`config.mk`:
```
export PLATFORM = sky130hd
export DESIGN_NAME = fnd_bcd_adder_scan_flat
export DESIGN_NICKNAME = d
export VERILOG_FILES = /design/src/rtl/fnd_bcd_adder_scan_pkg.sv /design/src/rtl/fnd_bcd_adder_scan_if.sv /design/src/rtl/fnd_bcd_adder_scan_font_decoder.sv /design/src/rtl/fnd_bcd_adder_scan.sv /design/src/flat_wrapper.sv
export SDC_FILE = /design/constraint.sdc
export NUM_CORES = 1
export LEC_CHECK = 0
export BUFFER_PORTS_ARGS = -buffer_cell sky130_fd_sc_hd__buf_2
export CAP_MARGIN = 10
export CORE_AREA = 4 4 104 67
export CTS_CLUSTER_SIZE = 8
export DETAILED_ROUTE_END_ITERATION = 8
export DIE_AREA = 0 0 108 71
export PLACE_DENSITY = 0.94
export SLEW_MARGIN = 20
export SYNTH_ARGS = -nofsm -noshare
export SYNTH_HDL_FRONTEND = slang
export SYNTH_SLANG_ARGS = --single-unit
```
`constraint.sdc`:
```
create_clock -name i_clk -period 15.3 [get_ports i_clk]
set_clock_uncertainty 0.05 [all_clocks]
set_input_delay 3.06 -clock i_clk [delete_from_list [all_inputs] [get_ports i_clk]]
set_output_delay 3.06 -clock i_clk [all_outputs]
set_load 0.1 [all_outputs]
```
`src/rtl/fnd_bcd_adder_scan_pkg.sv`:
```
`default_nettype none
// +----------------------------------------------------------------------------+
// | Module   : fnd_pkg                                                         |
// | Purpose  : Shared types, 7-segment font constants and the BCD digit        |
// |            validity helper for the fnd_bcd_adder_scan block.               |
// | Contents : bcd_digit_t, FONT_0..FONT_9, FONT_E, FONT_BLANK, bcd_valid()    |
// | Revision : 1.0  initial release                                            |
// +----------------------------------------------------------------------------+
package fnd_pkg;

  typedef logic [3:0] bcd_digit_t;

  // Active-low segment patterns {dp,g,f,e,d,c,b,a}; dp is always off.
  localparam logic [7:0] FONT_0     = 8'hC0;
  localparam logic [7:0] FONT_1     = 8'hF9;
  localparam logic [7:0] FONT_2     = 8'hA4;
  localparam logic [7:0] FONT_3     = 8'hB0;
  localparam logic [7:0] FONT_4     = 8'h99;
  localparam logic [7:0] FONT_5     = 8'h92;
  localparam logic [7:0] FONT_6     = 8'h82;
  localparam logic [7:0] FONT_7     = 8'hF8;
  localparam logic [7:0] FONT_8     = 8'h80;
  localparam logic [7:0] FONT_9     = 8'h90;
  localparam logic [7:0] FONT_E     = 8'h86;
  localparam logic [7:0] FONT_BLANK = 8'hFF;

  function automatic logic bcd_valid(input bcd_digit_t d);
    return (d <= 4'd9);
  endfunction

endpackage
`default_nettype wire

```
`src/rtl/fnd_bcd_adder_scan_if.sv`:
```
`default_nettype none
// +----------------------------------------------------------------------------+
// | Module   : fnd_bcd_adder_scan_if                                           |
// | Purpose  : Bus bundle between the operand source / FND pins and the        |
// |            BCD adder + display scanner.                                    |
// | Ports    : i_load, i_a, i_b, i_en          (master -> slave)               |
// |            o_sum_bcd, o_err, o_busy,                                       |
// |            o_digit, o_fndfont              (slave -> master)               |
// | Revision : 1.0  initial release                                            |
// +----------------------------------------------------------------------------+
interface fnd_bcd_adder_scan_if #(
  parameter int OPER_DIGITS = 3,
  parameter int DIGITS      = OPER_DIGITS + 1
);

  logic                     i_load;
  logic [4*OPER_DIGITS-1:0] i_a;
  logic [4*OPER_DIGITS-1:0] i_b;
  logic                     i_en;
  logic [4*DIGITS-1:0]      o_sum_bcd;
  logic                     o_err;
  logic                     o_busy;
  logic [DIGITS-1:0]        o_digit;
  logic [7:0]               o_fndfont;

  modport master (
    output i_load, i_a, i_b, i_en,
    input  o_sum_bcd, o_err, o_busy, o_digit, o_fndfont
  );

  modport slave (
    input  i_load, i_a, i_b, i_en,
    output o_sum_bcd, o_err, o_busy, o_digit, o_fndfont
  );

endinterface
`default_nettype wire

```
`src/rtl/fnd_bcd_adder_scan_font_decoder.sv`:
```
`default_nettype none
// +----------------------------------------------------------------------------+
// | Module   : fnd_font_decoder                                                |
// | Purpose  : Combinational BCD digit to active-low 7-segment font.           |
// | Ports    : i_digit  in  4  BCD digit                                       |
// |            i_blank  in  1  force blank font                                |
// |            i_err    in  1  show 'E' (overrides blank)                      |
// |            o_font   out 8  {dp,g,f,e,d,c,b,a}, active low                  |
// | Revision : 1.0  initial release                                            |
// +----------------------------------------------------------------------------+
module fnd_font_decoder
  import fnd_pkg::*;
(
  input  bcd_digit_t  i_digit,
  input  logic        i_blank,
  input  logic        i_err,
  output logic [7:0]  o_font
);

  always_comb begin
    o_font = FONT_BLANK;
    if (i_err) begin
      o_font = FONT_E;
    end else if (!i_blank) begin
      case (i_digit)
        4'd0:    o_font = FONT_0;
        4'd1:    o_font = FONT_1;
        4'd2:    o_font = FONT_2;
        4'd3:    o_font = FONT_3;
        4'd4:    o_font = FONT_4;
        4'd5:    o_font = FONT_5;
        4'd6:    o_font = FONT_6;
        4'd7:    o_font = FONT_7;
        4'd8:    o_font = FONT_8;
        4'd9:    o_font = FONT_9;
        default: o_font = FONT_BLANK;
      endcase
    end
  end

endmodule
`default_nettype wire

```
`src/rtl/fnd_bcd_adder_scan.sv`:
```
`default_nettype none
// +----------------------------------------------------------------------------+
// | Module   : fnd_bcd_adder_scan                                              |
// | Purpose  : Multi-digit BCD adder with time-multiplexed common-anode FND    |
// |            driver. Operands are captured on i_load, summed in one compute  |
// |            cycle, and the held sum is scanned one digit per SCAN_DIV clks. |
// | Ports    : i_clk, i_reset (sync, active high)                              |
// |            bus (slave): i_load, i_a, i_b, i_en, o_sum_bcd, o_err, o_busy,  |
// |                         o_digit, o_fndfont                                 |
// | Config   : FND_LEADING_ZERO_BLANK_EN - blank zero digits above the         |
// |            highest non-zero digit (digit 0 always shown).                  |
// | Revision : 1.0  initial release                                            |
// +----------------------------------------------------------------------------+
module fnd_bcd_adder_scan
  import fnd_pkg::*;
#(
  parameter int OPER_DIGITS = 3,
  parameter int DIGITS      = OPER_DIGITS + 1,
  parameter int SCAN_DIV    = 100000
) (
  input  logic                 i_clk,
  input  logic                 i_reset,
  fnd_bcd_adder_scan_if.slave  bus
);

  localparam int OPER_W = 4 * OPER_DIGITS;
  localparam int SUM_W  = 4 * DIGITS;
  localparam int CNT_W  = (SCAN_DIV > 1) ? $clog2(SCAN_DIV) : 1;
  localparam int IDX_W  = (DIGITS > 1) ? $clog2(DIGITS) : 1;
  localparam logic [CNT_W-1:0] CNT_LAST = CNT_W'(SCAN_DIV - 1);
  localparam logic [IDX_W-1:0] IDX_LAST = IDX_W'(DIGITS - 1);

  typedef enum logic [0:0] {
    S_IDLE = 1'b0,
    S_CALC = 1'b1
  } state_t;

  state_t              r_state;
  logic [OPER_W-1:0]   r_a;
  logic [OPER_W-1:0]   r_b;
  logic [SUM_W-1:0]    r_sum;
  logic                r_err;
  logic                r_busy;
  logic [CNT_W-1:0]    r_scan_cnt;
  logic [IDX_W-1:0]    r_idx;
  logic [DIGITS-1:0]   r_digit;
  logic [7:0]          r_font;

  logic [OPER_DIGITS:0]     w_carry;
  logic [OPER_W-1:0]        w_digits;
  logic [2*OPER_DIGITS-1:0] w_nib_ok;
  logic                     w_ops_valid;
  logic [SUM_W-1:0]         w_sum_full;

  // Decimal ripple adder over the captured operands; a digit sum above 9
  // is corrected by +6 and carries into the next digit.
  assign w_carry[0] = 1'b0;

  for (genvar g = 0; g < OPER_DIGITS; g++) begin : g_add
    logic [4:0] w_raw;
    assign w_nib_ok[2*g]     = bcd_valid(r_a[4*g +: 4]);
    assign w_nib_ok[2*g+1]   = bcd_valid(r_b[4*g +: 4]);
    assign w_raw             = {1'b0, r_a[4*g +: 4]} + {1'b0, r_b[4*g +: 4]}
                             + {4'b0000, w_carry[g]};
    assign w_carry[g+1]      = (w_raw > 5'd9);
    assign w_digits[4*g +: 4] = w_carry[g+1] ? 4'(w_raw + 5'd6) : w_raw[3:0];
  end

  assign w_ops_valid = &w_nib_ok;
  // The final carry lands in the extra top display digit.
  assign w_sum_full  = SUM_W'({w_carry[OPER_DIGITS], w_digits});

  // Load / compute FSM. i_load is only honoured in IDLE, so a held strobe
  // re-captures every other cycle.
  always_ff @(posedge i_clk) begin
    if (i_reset) begin
      r_state <= S_IDLE;
      r_a     <= '0;
      r_b     <= '0;
      r_sum   <= '0;
      r_err   <= 1'b0;
      r_busy  <= 1'b0;
    end else begin
      case (r_state)
        S_IDLE: begin
          if (bus.i_load) begin
            r_a     <= bus.i_a;
            r_b     <= bus.i_b;
            r_busy  <= 1'b1;
            r_state <= S_CALC;
          end
        end
        S_CALC: begin
          r_busy  <= 1'b0;
          r_err   <= ~w_ops_valid;
          r_sum   <= w_ops_valid ? w_sum_full : '0;
          r_state <= S_IDLE;
        end
        default: r_state <= S_IDLE;
      endcase
    end
  end

  // Display source selection for the digit slot currently being scanned.
  bcd_digit_t w_sel_digit;
  logic       w_lz_blank;
  logic       w_dec_err;
  logic       w_dec_blank;
  logic [7:0] w_font;

  assign w_sel_digit = r_sum[{r_idx, 2'b00} +: 4];

`ifdef FND_LEADING_ZERO_BLANK_EN
  // Blank when this digit and everything above it are zero; slot 0 always shows.
  assign w_lz_blank = (r_idx != '0) && ((r_sum >> {r_idx, 2'b00}) == '0);
`else
  assign w_lz_blank = 1'b0;
`endif

  // On error only slot 0 carries the 'E'; every other slot is dark.
  assign w_dec_err   = r_err && (r_idx == '0);
  assign w_dec_blank = r_err || w_lz_blank;

  fnd_font_decoder u_font (
    .i_digit (w_sel_digit),
    .i_blank (w_dec_blank),
    .i_err   (w_dec_err),
    .o_font  (w_font)
  );

  // Scan counter keeps running while the display is disabled so re-enabling
  // resumes wherever the scan has got to.
  always_ff @(posedge i_clk) begin
    if (i_reset) begin
      r_scan_cnt <= '0;
      r_idx      <= '0;
      r_digit    <= '1;
      r_font     <= FONT_BLANK;
    end else begin
      if (r_scan_cnt == CNT_LAST) begin
        r_scan_cnt <= '0;
        r_idx      <= (r_idx == IDX_LAST) ? '0 : r_idx + 1'b1;
      end else begin
        r_scan_cnt <= r_scan_cnt + 1'b1;
      end
      r_digit <= bus.i_en ? ~(DIGITS'(1) << r_idx) : '1;
      r_font  <= bus.i_en ? w_font : FONT_BLANK;
    end
  end

  assign bus.o_sum_bcd = r_sum;
  assign bus.o_err     = r_err;
  assign bus.o_busy    = r_busy;
  assign bus.o_digit   = r_digit;
  assign bus.o_fndfont = r_font;

endmodule
`default_nettype wire
```
`src/flat_wrapper.sv`:
```
// flat-port wrapper written by rule: the top's interface ports become plain ports
module fnd_bcd_adder_scan_flat import fnd_pkg::*;
#(
  parameter int OPER_DIGITS = 3,
  parameter int DIGITS      = OPER_DIGITS + 1,
  parameter int SCAN_DIV    = 100000
)
  (i_clk, i_reset, bus_i_load, bus_i_a, bus_i_b, bus_i_en, bus_o_sum_bcd, bus_o_err, bus_o_busy, bus_o_digit, bus_o_fndfont);
  fnd_bcd_adder_scan_if #(.OPER_DIGITS(OPER_DIGITS), .DIGITS(DIGITS)) bus_i ();
  input  logic i_clk;
  input  logic i_reset;
  input wire logic [$bits(bus_i.i_load)-1:0] bus_i_load;
  input wire logic [$bits(bus_i.i_a)-1:0] bus_i_a;
  input wire logic [$bits(bus_i.i_b)-1:0] bus_i_b;
  input wire logic [$bits(bus_i.i_en)-1:0] bus_i_en;
  output wire logic [$bits(bus_i.o_sum_bcd)-1:0] bus_o_sum_bcd;
  output wire logic [$bits(bus_i.o_err)-1:0] bus_o_err;
  output wire logic [$bits(bus_i.o_busy)-1:0] bus_o_busy;
  output wire logic [$bits(bus_i.o_digit)-1:0] bus_o_digit;
  output wire logic [$bits(bus_i.o_fndfont)-1:0] bus_o_fndfont;
  assign bus_i.i_load = bus_i_load;
  assign bus_i.i_a = bus_i_a;
  assign bus_i.i_b = bus_i_b;
  assign bus_i.i_en = bus_i_en;
  assign bus_o_sum_bcd = bus_i.o_sum_bcd;
  assign bus_o_err = bus_i.o_err;
  assign bus_o_busy = bus_i.o_busy;
  assign bus_o_digit = bus_i.o_digit;
  assign bus_o_fndfont = bus_i.o_fndfont;
  fnd_bcd_adder_scan #(.OPER_DIGITS(OPER_DIGITS), .DIGITS(DIGITS), .SCAN_DIV(SCAN_DIV)) u_core (.i_clk(i_clk), .i_reset(i_reset), .bus(bus_i));
endmodule
```
==> results of run 1 <==
[synthesized netlist by cell type, types with 6 or more instances]
cell type,count,area (µm²)
a21oi_1,43,215
buf_4,6,45.0
clkbuf_1,12,45.0
dfxtp_1,70,1400
ha_1,23,288
inv_1,23,86.3
nand2_1,88,330
nor2_1,38,143
o21ai_0,28,140
xnor2_1,15,131
xor2_1,8,70.1
[cell families after synthesis]
logic type	Yosys count	synth area share
buffers and inverters	44	0.0545
muxes	8	0.0273
xor gates and xnor gates	23	0.0577
DFF	70	0.402
AOI/OAI and AO/OA	90	0.144
and+or+nand+nor	160	0.202
adders and majority gates	28	0.111
other	2	0.00215
[sequential cells by signal (all words and copies together), names as in the netlist]
signal                count
u_core.bus.o_busy         1
u_core.bus.o_digit        4
u_core.bus.o_err          1
u_core.bus.o_fndfont      7
u_core.bus.o_sum_bcd     13
u_core.r_a               12
u_core.r_b               12
u_core.r_idx              2
u_core.r_scan_cnt        17
u_core.r_state            1
[final cells by class]
type | count | share of cell area
tap | 84 | 0.0263
clock inverter | 7 | 0.0238
sequential | 70 | 0.351
multi-input combinational | 313 | 0.477
inverter | 23 | 0.0216
clock buffer | 9 | 0.0311
timing repair buffer | 54 | 0.0684
[routing by layer]
| metal | GRT usage | wire length, µm | share of wire |
|---|---|---|---|
| met1 | 0.272 | 3630 | 0.47 |
| met2 | 0.334 | 3400 | 0.44 |
| met3 | 0.0729 | 591 | 0.076 |
| met4 | 0.0644 | 112 | 0.014 |
| met5 | 0 | 0 | 0 |
[worst max path at each step]
stage | start | endpoint | slack [ns] | cells past startpoint
floorplan | u_core.r_b[0] | u_core.bus.o_sum_bcd[10] | 10.49 | 21
global placement | u_core.r_b[0] | u_core.bus.o_sum_bcd[10] | 10.34 | 21
detailed placement | u_core.r_b[0] | u_core.bus.o_sum_bcd[10] | 9.84 | 21
CTS | u_core.r_b[0] | u_core.bus.o_sum_bcd[10] | 9.83 | 21
global route | u_core.r_b[0] | u_core.bus.o_sum_bcd[10] | 9.42 | 21
finish | u_core.r_b[0] | u_core.bus.o_sum_bcd[10] | 9.80 | 21
[power groups by stage]
stage,registers [mW],logic [mW],clock network [mW]
2_1_floorplan,0.225,0.0434,0
3_3_place_gp,0.200,0.0814,0
3_5_place_dp,0.201,0.0850,0
4_1_cts,0.197,0.0855,0.167
5_1_grt,0.198,0.0932,0.176
6_report,0.197,0.0857,0.166
[metrics by stage]
step / hold WS, ns / instance area (µm²)
after floorplan: 0.379 / 3500
after global placement: 0.385 / 3770
after detailed placement: 0.384 / 3770
after CTS: 0.399 / 3990
after global routing: 0.413 / 3990
final: 0.397 / 3990
==> summary.md, run 1 <==
| Metric | Value |
|---|---|
| Clock group share of total power | 0.369 |
| Routed wire length | slightly below 8000 µm |
| Post-CTS resize count | 0 |
| P_sw | roughly 140 µW |
| Hold Crit Class | reg -> reg |
| Sw Ratio | 0.317 |
| F_max | 0.182 GHz |
| Crit Path Class | reg -> reg |
| GRT Residual Overflow | 0 |
| Place WS | between 9 and 10 ns |
| Num CTS Buffers | 9 |
| WHS Endpoint | u_core.bus.o_busy |
| CP startpoint kind | register |
| Total negative setup slack | 0 ns |
| Filler instances | between 500 and 600 |
| CTS tree | built |
| Core area | approximately 6000 µm² |
| Share of cells above drive strength 1 | 0.164 |
| Nets | about 530 |
| Largest net degree at the start of global routing | 34 |
| Yosys warns | 0 |
| R2r startpoint | u_core.r_b[0] |
| Chip Height | roughly 70 µm |
| Die footprint | between 7000 and 8000 µm² |
| Commonest cells after routing, fill and taps aside | 88 x nand2_1, 70 x dfxtp_1, 53 x buf_2 |
| Post-Syn Instances | about 430 |
| Fin cells | 560 |
| Crit path max fanout | 5 |
| Worst-Margin Slew | 0.912 ns |
| Initial core utilization | 0.584 |
| Top_reg_cell synth | dfxtp_1 |
| Flops & latches, synth | 70 |
| Minimum clock period after layout | 5.50 ns |
| Period utilization | 0.360 |
| DRT iter0 DRCs | 209 |
| First-pass GRT wire length | approximately 13000 µm |
| Routability cong. | between 0.8 and 0.9 |
| Max cap viols | 0 |
| Via count | about 3000 |
| Post-DP HPWL | approximately 5800 µm |
| Reg-to-reg endpoint | u_core.bus.o_sum_bcd[10] |
| Synth Cell Area | ~3500 µm² |
| Crit path required time | between 15 and 20 ns |
| Leak | approximately 1.7 nW |
| Final ANT Viol Nets | 0 |
| Vias/cell | between 5 and 6 |
| CP arrival | approximately 5.7 ns |
| Worst Slack Setup Final | just under 10 ns |
| Seq pwr share | 0.439 |
| CP max stage cell | fa_1 |
| Cell-internal power | approximately 300 µW |
| Tot Pwr | 448 µW |
| Vias in the first global route | ~2800 |
| Setup slack, reg-to-reg | a little under 10 ns |
| DR WL/cell | around 14 µm |
| Status | finished clean |
| Standard-cell row count | 22 |
| Min-delay src | u_core.bus.o_busy |
| Placed Cells | roughly 540 |
| Htree depth | 3 |
| Max VDD drop | a little under 0.08 mV |
| Hold depth | 1 |
| # Post-CTS Setup Buffers | 0 |
| Fin. Hold Viols | 0 |
| Area growth syn-to-layout | 14.3% |
| RSZ-0062 raised after global routing | false |
| Die X-Extent | 108 µm |
| DR DRC count | 0 |
| Slew HR | 0.389 |
| Crit-path cells | ha_1 > inv_1 > fa_1 > xor2_1 > nand2_1 > a21boi_0 > fa_1 > inv_1 > fa_1 > xnor2_1 > and2_1 > o21a_1 > fa_1 > inv_1 > fa_1 > xnor2_1 > ha_1 > a22o_1 > o21ai_0 > mux2_2 > o21ai_0 |
| Area taken by multi-input logic gates | 1900 µm² |
| Clock slew at reported path FFs | approximately 0.07 ns |
| Max Slew Vio Count | 0 |
| CTS root buf | clkbuf_8 |
| DR pass1 iterations | 4 |
| Comb power frac | 0.191 |
| Later-pin clock latency in the skew report | about 0.36 ns |
| Crit path largest cell delay | 0.42 ns |
| Clock buffer depth | 2 |
| Critical path endpoint category | register |
| Hold buffers post-CTS | 0 |
| Seq/Total Area, Yosys | 0.402 |
| Worst reg-to-reg path cell count | 21 |
| Final core occ | 0.668 |
| Commonest non-fill, non-tap cell in the layout | nand2_1 |
| CP bufs+invs | 3 |
| Setup violations, final | 0 |
| All-Layer GR Usage | 0.211 |
| Ant diodes | 0 |
| EDFF count, synth | 0 |
| Total power divided by cell area | 112 nW/µm² |
| CP dominant cell by count | fa_1 |
| Synthesized area per cell | 8.21 µm² |
| Register Area | around 1400 µm² |
| Delay-heaviest family, CP | adder cells |
| PortBufs | 53 |
| Clock sinks | 70 |
| Async SR Flop Fraction | 0 |
| Post-synthesis cell type count | between 40 and 50 |
| Initial antenna violation count | 0 |
| Io pins | between 50 and 60 |
(Power assumes the default switching activity.)
==> inputs of run 2 (changes only) <==
ABC_AREA = 1   (was default)
CORE_AREA = 4 4 115 73   (was 4 4 104 67)
DIE_AREA = 0 0 119 77   (was 0 0 108 71)
PLACE_DENSITY = 0.86   (was 0.94)
clock period = 4.75 ns   (was 15.3 ns; I/O delays follow)
==> run 2 against run 1 <==
Routed wire length grew 21%. Worst setup slack worse by 9.7 ns. Worst hold slack gained 0.018 ns. Largest power group is now clock. Highest routed layer unchanged.
==> summary.md, run 2 <==
| Metric | Value |
|---|---|
| Core area | 7240 µm² (+21%) |
| Share of cells above drive strength 1 | 0.191 (+0.0275) |
| Placed Cells | 643 (+18%) |
| Post-synth top area cell | dfxtp_1 |
| DR pass1 iterations | 5 (+1) |
| Post-synthesis cell type count | 38 (-9.5%) |
| Filler instances | 601 (+12%) |
| Worst reg-to-reg path cell count | 29 (+38%) |
| CP startpoint kind | register |
| Post-synth top cells | 114 x nand2_1, 70 x dfxtp_1, 65 x nor2_1, 53 x inv_1, 41 x nand3_1 |
| Status | finished clean |
| Die X-Extent | 119 µm (+10%) |
| Vias in the first global route | 3300 (+16%) |
| Total power divided by cell area | 420 nW/µm² (+270%) |
| Num CTS Buffers | 9 (unchanged) |
| Hold depth | 2 (+1) |
| Async SR Flop Fraction | 0 (unchanged) |
| All-Layer GR Usage | 0.198 (-0.0129) |
| CP max stage cell | fa_2 |
| F_max | 0.216 GHz (+19%) |
| Yosys warns | 0 (unchanged) |
| Tot Pwr | 1.84 mW (+310%) |
| PortBufs | 53 (unchanged) |
| Initial antenna violation count | 0 (unchanged) |
| Commonest non-fill, non-tap cell in the layout | nand2_1 |
| Nets | 610 (+16%) |
| Top cell type's share of synthesized area | 0.385 (-0.0170) |
| Via count | 3500 (+19%) |
| Max FFs per register | 17 (unchanged) |
| Clock slew at reported path FFs | 0.06 ns (about the same) |
| Worst-Margin Slew | 0.932 ns (+0.0199 ns) |
| CTS root buf | clkbuf_16 |
| DR DRC count | 0 (unchanged) |
| Slew HR | 0.376 (-0.0133) |
| Crit path max fanout | 3 (-2) |
| CTS tree | built |
| CP arrival | 4.84 ns (-0.88 ns) |
| Top post-synthesis cells by area | dfxtp_1 38%, nand2_1 12%, ha_1 7.9% |
| DR WL/cell | 14.1 µm (+1.8%) |
| Ant diodes | 0 (unchanged) |
| Htree depth | 3 (unchanged) |
| Synth Cell Area | 3640 µm² (+4.4%) |
| Final core occ | 0.607 (-0.0608) |
| Most flops, register | u_core.r_scan_cnt |
| Leak | 2.01 nW (+16%) |
| Top_reg_cell synth | dfxtp_1 |
| CP dominant cell by count | nand2_1 |
| Max Slew Vio Count | 0 (unchanged) |
| Commonest cells after routing, fill and taps aside | 110 x nand2_1, 70 x dfxtp_1, 64 x nor2_1 |
| Standard-cell row count | 24 (+9.1%) |
| Area taken by multi-input logic gates | 2000 µm² (+5.3%) |
| Max VDD drop | 0.205 mV (+170%) |
| Period utilization | 0.972 (+0.613) |
| Largest net degree at the start of global routing | 31 (-8.8%) |
| Initial core utilization | 0.503 (-0.0807) |
| Crit path largest cell delay | 0.53 ns (+0.11 ns) |
| Fin. Hold Viols | 0 (unchanged) |
| Critical path endpoint category | register |
| Most instantiated library cell after synthesis | nand2_1 |
| Clock sinks | 70 (unchanged) |
| Chip Height | 77 µm (+8.5%) |
| First-pass GRT wire length | 14900 µm (+17%) |
| Hold Crit Class | reg -> reg |
| Minimum clock period after layout | 4.62 ns (-0.882 ns) |
| Fin cells | 663 (+18%) |
| Final ANT Viol Nets | 0 (unchanged) |
| Seq/Total Area, Yosys | 0.385 (-0.0170) |
| GRT Residual Overflow | 0 (unchanged) |
| Io pins | 58 (unchanged) |
| Vias/cell | 5.28 (+0.25%) |
| Later-pin clock latency in the skew report | 0.33 ns (-0.03 ns) |
| Max cap viols | 0 (unchanged) |
| Flops & latches, synth | 70 (unchanged) |
| Area growth syn-to-layout | 20.6% |
| DRT iter0 DRCs | 273 (+31%) |
| Routed wire length | 9330 µm (+21%) |
| Clock buffer depth | 2 (unchanged) |
| Crit path required time | 4.97 ns (-10.55 ns) |
| Synthesized area per cell | 7.31 µm² (-11%) |
| Routability cong. | 0.933 (+4.8%) |
| EDFF count, synth | 0 (unchanged) |
| Post-DP HPWL | 6400 µm (+11%) |
| Crit Path Class | reg -> reg |
| Register Area | 1400 µm² (unchanged) |
| Die footprint | 9160 µm² (+19%) |
| Post-Syn Instances | 498 (+17%) |
| Setup violations, final | 0 (unchanged) |
## run 2: cell count changes after synthesis, sizes merged, moves of 6 or more
cell / change
a21oi: -20
xnor2: -12
nand3: +37
nor2: +30
o211ai: +6
inv: +33
o21ai: +11
nor3: +6
nand2: +27
## run 2: per-stage QoR
stage          TNS [ns]  instance area [µm²]  setup slack [ns]  hold slack [ns]
5_1_grt          -0.286                 4390            -0.103            0.438
6_report              0                 4390             0.131            0.415
3_5_place_dp     -0.194                 3970            -0.112            0.407
2_1_floorplan         0                 3650             0.407            0.367
4_1_cts               0                 4330           0.00764            0.417
3_3_place_gp          0                 3970             0.210            0.380
## run 2: final timing paths
path                              to  slack, ns             startpoint
max          u_core.bus.o_sum_bcd[9]       0.13          u_core.r_a[0]
min            u_core.r_scan_cnt[14]       0.42  u_core.r_scan_cnt[14]
min reg2reg    u_core.r_scan_cnt[14]       0.42  u_core.r_scan_cnt[14]
max reg2reg  u_core.bus.o_sum_bcd[9]       0.13          u_core.r_a[0]
## run 2: cell type report
cell class / count / area share
multi-input combinational: 359 / 0.456
sequential: 70 / 0.319
timing repair buffer: 57 / 0.0672
clock buffer: 9 / 0.0513
inverter: 57 / 0.0487
tap: 104 / 0.0296
clock inverter: 7 / 0.0279
## run 2: kinds of logic after synthesis
kind of cell             synth area share
flip-flops                          0.385
buffers and inverters              0.0807
AO/OA/AOI/OAI                       0.114
XOR/XNOR                           0.0144
other                             0.00206
adder cells (fa/ha/maj)             0.106
AND/OR/NAND/NOR                     0.297
## run 2: routing by layer
metal / share of wire / up-vias / track usage
met3: 0.067 / 28 / 0.0559
met2: 0.46 / 147 / 0.327
met5: 0 / - / 0
met4: 0.023 / 0 / 0.0636
li1: - / 1704 / -
met1: 0.45 / 1621 / 0.250
## run 2: repair_timing
action	CTS	global route
endpoints found under the setup margin	4	4
buffers inserted	0	4
resized for setup	5	13
pin swaps	0	5
hold buffers	0	0
## run 2: power by group
part           total [mW]  switching, mW  internal [mW]
clock               0.776          0.261          0.514
combinational       0.419          0.305          0.114
sequential          0.649         0.0265          0.623
total                1.84          0.593           1.25
## run 2: worst max-delay path: cells and delay by family (launching register included)
family,cells,cell delay (ns)
buf+inv,8,0.51
fa+ha+maj,7,2.31
flops,1,0.33
simple gates,13,1.11
xor+xnor,1,0.20
==> inputs of run 3 (changes only) <==
clock period = 3.8 ns   (was 4.75 ns; I/O delays follow)
==> run 3 against run 2 <==
The flow now finishes with violations (setup timing). Critical path depth decreased by 1. Register-to-register slack got worse by 0.64 ns. Non-clock buffer count increased by 25. Fmax increased by 7.2%. Clock power increased by 11%. Flip-flop and latch count unchanged. Total power increased by 24%. Clock-buffer cell count increased by 2. Via count increased by 4.0%. Worst setup slack got worse by 0.64 ns. Core utilization increased by 2.8 points. Largest cell class unchanged.
==> summary.md, run 3 (synthesis results as in run 2) <==
| Metric | Value |
|---|---|
| Status | finished with violations |
| Failing checks | setup timing |
| F_max | 0.232 GHz (+7.2%) |
| Routability cong. | 0.959 (+2.8%) |
| Clock buffer depth | 2 (unchanged) |
| Routed wire length | 9680 µm (+3.8%) |
| P_sw | 766 µW (+29%) |
| DR pass1 iterations | 5 (unchanged) |
| RSZ-0062 raised after global routing | true |
| Crit path required time | 4.03 ns (-0.94 ns) |
| Max VDD drop | 0.277 mV (+35%) |
| Nets | 635 (+4.1%) |
| Max cap viols | 0 (unchanged) |
| DR WL/cell | 14.1 µm (about the same) |
| Clock sinks | 70 (unchanged) |
| Commonest cells after routing, fill and taps aside | 106 x nand2_1, 68 x dfxtp_1, 63 x nor2_1 |
| Via count | 3641 (+4.0%) |
| Share of cells above drive strength 1 | 0.253 (+0.0620) |
| Sw Ratio | 0.334 (+0.0123) |
| Hold Crit Class | reg -> reg |
| Post-DP HPWL | 6810 µm (+6.5%) |
| Fin. Hold Viols | 0 (unchanged) |
| CP max stage cell | fa_2 |
| GRT Residual Overflow | 0 (unchanged) |
| Commonest non-fill, non-tap cell in the layout | nand2_1 |
| Crit path max fanout | 3 (unchanged) |
| Area growth syn-to-layout | 26.1% |
| Clock slew at reported path FFs | 0.06 ns (about the same) |
| Leak | 2.11 nW (+4.9%) |
| CTS root buf | clkbuf_16 |
| Post-place instance area | 4150 µm² (+4.5%) |
| Worst-Margin Slew | 0.946 ns (+0.0138 ns) |
| Comb power frac | 0.271 (+0.044) |
| Die X-Extent | 119 µm (unchanged) |
| Largest net degree at the start of global routing | 31 (unchanged) |
| Vias in the first global route | 3358 (+1.8%) |
| Hold_ws | 0.398 ns (-0.0171 ns) |
| Worst Slack Setup Final | -0.510 ns (-0.640 ns) |
| Max FFs per register | 17 (unchanged) |
| DR DRC count | 0 (unchanged) |
| All-Layer GR Usage | 0.214 (+0.0163) |
| CP arrival | 4.54 ns (-0.30 ns) |
| Setup violations, final | 4 (+4) |
| Total power divided by cell area | 499 nW/µm² (+19%) |
| Htree depth | 3 (unchanged) |
| Period utilization | 1.13 (+0.162) |
| Initial antenna violation count | 0 (unchanged) |
| Crit path largest cell delay | 0.54 ns (about the same) |
| Most flops, register | u_core.r_scan_cnt |
| Vias/cell | 5.29 (+0.25%) |
| Ant diodes | 0 (unchanged) |
| Die footprint | 9160 µm² (unchanged) |
| Max Slew Vio Count | 0 (unchanged) |
| DRT iter0 DRCs | 331 (+21%) |
| Chip Height | 77 µm (unchanged) |
| Critical path endpoint category | register |
| Final ANT Viol Nets | 0 (unchanged) |
| Core area | 7240 µm² (unchanged) |
| Initial core utilization | 0.503 (unchanged) |
| CP startpoint kind | register |
| PortBufs | 53 (unchanged) |
| Cell-internal power | 1.53 mW (+22%) |
| Standard-cell row count | 24 (unchanged) |
| Num CTS Buffers | 9 (unchanged) |
| Later-pin clock latency in the skew report | 0.34 ns (about the same) |
| Crit Path Class | reg -> reg |
| Post-route cell area | 4590 µm² (+4.6%) |
| Slew HR | 0.367 (-0.00925) |
| First-pass GRT wire length | 15900 µm (+6.4%) |
| Clock group share of total power | 0.376 (-0.045) |
| Tot Pwr | 2.29 mW (+24%) |
| Io pins | 58 (unchanged) |
| Fin cells | 688 (+3.8%) |
| CTS tree | built |
| Minimum clock period after layout | 4.31 ns (-0.310 ns) |
| Placed Cells | 657 (+2.2%) |
| Seq pwr share | 0.354 (+0.002) |
-- run 3: worst paths after layout --
check                                          start                       to  slack [ns]  cells past startpoint
worst max register to register         u_core.r_b[0]  u_core.bus.o_sum_bcd[9]       -0.51                     28
worst min register to register  u_core.r_scan_cnt[0]     u_core.r_scan_cnt[0]        0.40                      1
worst min-delay path            u_core.r_scan_cnt[0]     u_core.r_scan_cnt[0]        0.40                      1
worst max-delay path                   u_core.r_b[0]  u_core.bus.o_sum_bcd[9]       -0.51                     28
-- run 3: timing repair --
action,CTS,global route
endpoints found under the hold margin,0,0
pin swaps,13,6
setup buffers,9,6
hold buffers,0,0
setup endpoints to repair,4,4
resized for setup,7,3
-- run 3: layout make-up --
type,instances,area [µm²]
Tap cell,104,130
Sequential cell,70,1400
Clock buffer,11,253
Fill cell,574,2640
Clock inverter,5,57.6
Timing Repair Buffer,82,483
Inverter,57,214
Multi-Input combinational cell,359,2050
-- run 3: critical path: cells and delay by family (launching register included) --
| kind | cells | cell delay (ns) |
|---|---|---|
| and+or+nand+nor | 14 | 1.28 |
| xor gates and xnor gates | 1 | 0.17 |
| DFF | 1 | 0.35 |
| buffers and inverters | 7 | 0.36 |
| adders and majority gates | 6 | 2.05 |
-- run 3: metrics by stage --
stage | setup WS [ns] | setup TNS [ns] | utilization
after floorplan | -0.323 | -1.10 | -
after global placement | -0.363 | -1.27 | 0.573
after detailed placement | -0.561 | -1.98 | 0.573
after CTS | -0.354 | -1.29 | 0.627
after global routing | -0.708 | -2.68 | 0.635
final | -0.510 | -1.94 | 0.635
-- run 3: power by group through the flow --
stage                     sequential [mW]  clock, mW  combinational [mW]
after floorplan                     0.965          0               0.269
after global placement              0.824          0               0.514
after detailed placement            0.825          0               0.538
after CTS                           0.811      0.873               0.578
after global routing                0.816      0.915               0.666
final                               0.811      0.862               0.621
-- run 3: routing by layer --
metal | vias to the layer above | wire (µm) | global-route usage
li1 | 1764 | - | -
met1 | 1710 | 4300 | 0.271
met2 | 145 | 4450 | 0.350
met3 | 22 | 740 | 0.0654
met4 | 0 | 189 | 0.0671
met5 | - | 0 | 0
